<file path="src/rtl/corr_peak_finder.sv">
// rtl/corr_peak_finder.sv - largest-magnitude bin finder over one correlation frame
//
// Scans NBINS signed correlation sums (one per code-offset bin), keeps the bin
// of largest magnitude, and publishes it once per frame with a one-cycle
// adder_flag pulse so the code-phase controller steps exactly once per frame.
//
// Optional build macro: PEAK_NOISE_ACC_EN adds noise_sum, the full-width sum of
// all bin magnitudes of the frame (noise-floor estimate).
//
// Ports:
//   clk         rising-edge clock
//   rst         synchronous, active-high reset
//   start       begin a frame scan (honoured only when idle)
//   sum_valid   sum_in carries the next bin's sum this cycle
//   sum_in      signed correlation sum of the current bin
//   busy        high while scanning and during the result cycle
//   max_id      index of the winning bin, zero-extended to 8 bits
//   max_sum     signed sum of the winning bin, sign preserved
//   adder_flag  one-cycle pulse: max_id/max_sum hold a fresh result
//   noise_sum   (PEAK_NOISE_ACC_EN only) sum of |sum_in| over the frame

module corr_peak_finder #(
    parameter int NBINS = 128,
    parameter int SUM_W = 32
) (
    input  logic             clk,
    input  logic             rst,
    input  logic             start,
    input  logic             sum_valid,
    input  logic [SUM_W-1:0] sum_in,
    output logic             busy,
    output logic [7:0]       max_id,
    output logic [SUM_W-1:0] max_sum,
    output logic             adder_flag
`ifdef PEAK_NOISE_ACC_EN
    ,
    output logic [SUM_W+7:0] noise_sum
`endif
);

    localparam logic [7:0] LAST_IDX = 8'(NBINS - 1);

    typedef enum logic [1:0] {
        S_IDLE = 2'd0,
        S_SCAN = 2'd1,
        S_DONE = 2'd2
    } state_t;

    state_t state_q, state_d;

    logic [7:0]       cnt_q, cnt_d;
    logic [SUM_W-1:0] best_mag_q, best_mag_d;
    logic [7:0]       best_id_q, best_id_d;
    logic [SUM_W-1:0] best_sum_q, best_sum_d;
    logic [7:0]       max_id_q, max_id_d;
    logic [SUM_W-1:0] max_sum_q, max_sum_d;

`ifdef PEAK_NOISE_ACC_EN
    logic [SUM_W+7:0] acc_q, acc_d;
    logic [SUM_W+7:0] noise_q, noise_d;
`endif

    logic [SUM_W-1:0] neg_val;
    logic [SUM_W-1:0] mag;
    logic             accept;
    logic             better;
    logic             last_bin;

    // Magnitude at SUM_W bits. Negating the most negative value wraps back to
    // itself (MSB still set), which is the one case that saturates.
    always_comb begin
        neg_val = ~sum_in + 1'b1;
        if (!sum_in[SUM_W-1]) begin
            mag = sum_in;
        end else if (neg_val[SUM_W-1]) begin
            mag = {1'b0, {(SUM_W-1){1'b1}}};
        end else begin
            mag = neg_val;
        end
    end

    assign accept   = (state_q == S_SCAN) && sum_valid;
    assign last_bin = (cnt_q == LAST_IDX);
    // Bin 0 always loads; afterwards only a strictly larger magnitude wins,
    // so ties keep the lower index.
    assign better   = (cnt_q == 8'd0) || (mag > best_mag_q);

    // FSM: state register
    always_ff @(posedge clk) begin
        if (rst) begin
            state_q <= S_IDLE;
        end else begin
            state_q <= state_d;
        end
    end

    // FSM: next state
    always_comb begin
        state_d = state_q;
        case (state_q)
            S_IDLE: if (start) state_d = S_SCAN;
            S_SCAN: if (accept && last_bin) state_d = S_DONE;
            S_DONE: state_d = S_IDLE;
            default: state_d = S_IDLE;
        endcase
    end

    // FSM: outputs
    always_comb begin
        busy       = 1'b0;
        adder_flag = 1'b0;
        case (state_q)
            S_SCAN: busy = 1'b1;
            S_DONE: begin
                busy       = 1'b1;
                adder_flag = 1'b1;
            end
            default: ;
        endcase
    end

    // Datapath next state. The published result is captured on the same edge
    // that accepts the last bin, from the best values including that bin, so
    // max_id/max_sum are already valid during the cycle adder_flag is high.
    always_comb begin
        cnt_d      = cnt_q;
        best_mag_d = best_mag_q;
        best_id_d  = best_id_q;
        best_sum_d = best_sum_q;
        max_id_d   = max_id_q;
        max_sum_d  = max_sum_q;
`ifdef PEAK_NOISE_ACC_EN
        acc_d      = acc_q;
        noise_d    = noise_q;
`endif
        if ((state_q == S_IDLE) && start) begin
            cnt_d      = 8'd0;
            best_mag_d = '0;
            best_id_d  = 8'd0;
            best_sum_d = '0;
`ifdef PEAK_NOISE_ACC_EN
            acc_d      = '0;
`endif
        end else if (accept) begin
            cnt_d = cnt_q + 8'd1;
            if (better) begin
                best_mag_d = mag;
                best_id_d  = cnt_q;
                best_sum_d = sum_in;
            end
`ifdef PEAK_NOISE_ACC_EN
            acc_d = acc_q + {8'd0, mag};
`endif
            if (last_bin) begin
                max_id_d  = best_id_d;
                max_sum_d = best_sum_d;
`ifdef PEAK_NOISE_ACC_EN
                noise_d   = acc_d;
`endif
            end
        end
    end

    always_ff @(posedge clk) begin
        if (rst) begin
            cnt_q      <= 8'd0;
            best_mag_q <= '0;
            best_id_q  <= 8'd0;
            best_sum_q <= '0;
            max_id_q   <= 8'd0;
            max_sum_q  <= '0;
`ifdef PEAK_NOISE_ACC_EN
            acc_q      <= '0;
            noise_q    <= '0;
`endif
        end else begin
            cnt_q      <= cnt_d;
            best_mag_q <= best_mag_d;
            best_id_q  <= best_id_d;
            best_sum_q <= best_sum_d;
            max_id_q   <= max_id_d;
            max_sum_q  <= max_sum_d;
`ifdef PEAK_NOISE_ACC_EN
            acc_q      <= acc_d;
            noise_q    <= noise_d;
`endif
        end
    end

    assign max_id  = max_id_q;
    assign max_sum = max_sum_q;
`ifdef PEAK_NOISE_ACC_EN
    assign noise_sum = noise_q;
`endif

endmodule

</file>
<file path="config.mk">
export PLATFORM = sky130hd
export DESIGN_NAME = corr_peak_finder
export DESIGN_NICKNAME = d
export VERILOG_FILES = /design/src/rtl/corr_peak_finder.sv
export SDC_FILE = /design/constraint.sdc
export NUM_CORES = 1
export LEC_CHECK = 0
export CORE_UTILIZATION = 60
export CTS_CLUSTER_SIZE = 24
export DETAILED_ROUTE_END_ITERATION = 6
export PLACE_DENSITY = 0.85
export SETUP_SLACK_MARGIN = 0.02
export SYNTH_ARGS = -nofsm -noshare
export SYNTH_HDL_FRONTEND = slang
export SYNTH_SLANG_ARGS = --single-unit
</file>
<file path="constraint.sdc">
create_clock -name clk -period 9.56 [get_ports clk]
set_input_delay 2.868 -clock clk [delete_from_list [all_inputs] [get_ports clk]]
set_output_delay 2.868 -clock clk [all_outputs]
set_load 0.02 [all_outputs]
</file>
==> impl_metrics.ini <==
[critical_path]
critPathLaunchType = input pin
r2r-start = state_q[1]
required_ps = 9990
slowest_stage = nor4_1
crit_fanout = 20
crit_arrival_ps = 8280
worstReg2RegEnd = max_sum[31]
crit_family = simple AND/OR/NAND/NOR gates
r2r_cells = 9
rrSetupSlack_ps = 6250
critPathBufInv = 2
crit_start = sum_in[5]
crit_type = in -> reg
max_stage_delay_ps = 650
crit_top_cell = a21oi_1
crit_path_end_kind = flip-flop
cp_cell_sequence = clkdlybuf4s50_1 > nor4_1 > nand4_1 > nor4_4 > nor3_1 > a21oi_1 > ha_1 > a21oi_1 > o21ai_0 > a2111oi_0 > a32oi_2 > nor2_4 > buf_12 > mux2i_1 > a211oi_1

[route]
wirelength_mm = 14.9
post-route-drc-count = 0
routed_via_density = 5.83
vias = 5410
drt_iter0_drc = 255
ant_nets = 0
wl_per_cell_um = 16.1
dr.pass1.iters = 4

[worst_hold_path]
holdPathStages = 2
hold_end = best_mag_q[2]
hp-start = best_mag_q[2]
hold_path.class = reg -> reg

[sta]
fmax_mhz = 127
skew_ps = 10.4
tightest_slew_ps = 992
rsz0062_at_grt = no
min_period_ps = 7850
relSlewSlack = 0.337
tns_ps = 0
setup_ws_ps = 1710
timing.final.crit_share = 0.821
hold_slack_ps = 469
slew_viol_final = 0
hold_viol = 0
setup_viol = 0

[global_routing]
grt_usage = 0.285
grt_max_degree = 80
overflow = 0
grt_pass1_vias = 5378
grt_pass1_wl_mm = 25.2
antenna_found_initial = 0

[floorplan]
initial_core_util = 0.617
core_um2 = 10300
chipWidth_um = 105
die_area_um2 = 11000
ios = 78
die_h_um = 105
rows = 37

[cts]
cts.reportedPaths.clkPinSlew_ps = 60
numCtsBuffers = 17
ctsHoldBuffers = 0
clock_sink_count = 121
cts_buffer_depth = 2
cts_setup_buffers = 0
root_buffer = clkbuf_8
cts_tree = done
htree_levels = 4
cts_resized = 0
clock_latency_ps = 530

[placement]
dp_hpwl_mm = 9.69
routabilityCongestion = 0.867
dp_slack_ps = 1290
io_buffers = 77

[power_and_ir_drop]
p_leak_nw = 3.09
ir_drop_uv = 105
total_power_mw = 1.56
p_per_area_nw_per_um2 = 200

[synthesis]
synth_seq_cells = 121
yosys.area.top_type = dfxtp_1
netlist_top_cells_count = 126 x nor2_1, 121 x dfxtp_1, 88 x mux2i_1, 61 x a211oi_1, 44 x inv_1
ys.flop_type = dfxtp_1
async_reset_ff_frac = 0
yosysSeqAreaShare = 0.380
synth.most_common_cell = nor2_1
synth.cell_area_um2 = 6370
syn_inst = 722
yosys-top-cells-area = dfxtp_1 38%, mux2i_1 14%, ha_1 7.7%
synthDistinctLibCells = 54
syn_nets = 797
avgSynthCellArea_um2 = 8.82
synth_edf_count = 0
yosys_warnings = 0
post-synth-top-area-fraction = 0.380

[finish]
fillerInstances = 708
antenna_cells = 0
fin_nets = 854
area_delta_synth_final_pct = 22.5
drive_above_1_share = 0.0644

[run_status]
status = finished clean

[flow_run]
cap_violations = 0
layout by cell type (no fill, tap or decap), types with 2 or more instances in the layout:
cell type        instances
nand2_1                 37
clkdlybuf4s50_1         77
nand2b_1                 3
a31oi_1                  2
a21oi_1                 20
or4_1                    4
clkbuf_8                 3
inv_1                   44
xor2_1                  23
or3_1                    8
dfxtp_1                121
clkbuf_1                 5
o31ai_1                  8
nor2_1                 126
nand4_1                 10
buf_4                    6
nor2b_1                  5
o21ai_0                 17
a211oi_1                61
ha_1                    39
nand3_1                  7
clkinv_2                 3
nor3_1                  12
buf_12                   2
a311oi_1                 2
clkbuf_16               16
bufinv_16                4
nor4_1                   4
o41ai_1                  5
mux2i_1                 88
registers in the layout (all words and copies together) (netlist names):
signal / cells
best_mag_q: 31
state_q: 2
max_id: 8
best_sum_q: 32
max_sum: 32
best_id_q: 8
cnt_q: 8
worst reg2reg max path: stages (launching register included):
cell and delay, ps:
dfxtp_1 320, inv_1 130, ha_1 190, and2_1 380, nand3_1 170, nor3_1 270
a21boi_4 850, buf_4 520, nor2_1 120, a211oi_1 270
area by class of cell:
class / count / area [um^2] / area share
flip-flops and latches: 121 / 2420 / 0.310
multi-input cells: 510 / 3590 / 0.460
well taps: 136 / 170 / 0.0218
clock inverters: 8 / 143 / 0.0183
inverters: 44 / 165 / 0.0212
repair buffers: 85 / 856 / 0.110
clock buffers: 24 / 460 / 0.0590
power by group:
| part | total, mW | internal, mW | switching [mW] |
|---|---|---|---|
| Sequential | 0.556 | 0.539 | 0.0161 |
| Combinational | 0.348 | 0.141 | 0.207 |
| Clock | 0.655 | 0.436 | 0.219 |
logic make-up after synthesis:
| family | count (synthesis) | share of synthesized area |
|---|---|---|
| AOI/OAI and AO/OA | 131 | 0.146 |
| xor gates and xnor gates | 24 | 0.0330 |
| adders and majority gates | 39 | 0.0766 |
| buffers and inverters | 91 | 0.0597 |
| DFF | 121 | 0.380 |
| muxes | 88 | 0.138 |
| and+or+nand+nor | 228 | 0.166 |
worst max path at each step:
stage	endpoint	slack (ps)	cells past startpoint
detailed placement	max_id[0]	1290	15
CTS	max_sum[31]	1780	15
global placement	max_sum[30]	1570	15
global route	max_sum[31]	1270	15
finish	max_sum[31]	1710	15
floorplan	best_id_q[0]	2640	16
metal layers:
metal / vias up / GRT usage / part of all wire
met1: 2568 / 0.348 / 0.44
met3: 23 / 0.0736 / 0.052
li1: 2660 / - / -
met5: - / 0 / 0
met4: 0 / 0.109 / 0.017
met2: 159 / 0.479 / 0.49
metrics by stage:
step / utilization / instance area (um^2) / std cells
after global placement: 0.698 / 7200 / 896
final: 0.756 / 7800 / 928
after global routing: 0.756 / 7800 / 928
after detailed placement: 0.698 / 7200 / 896
after floorplan: - / 6370 / 722
after CTS: 0.756 / 7800 / 928
Note: power is estimated with default switching activity, not from simulation.
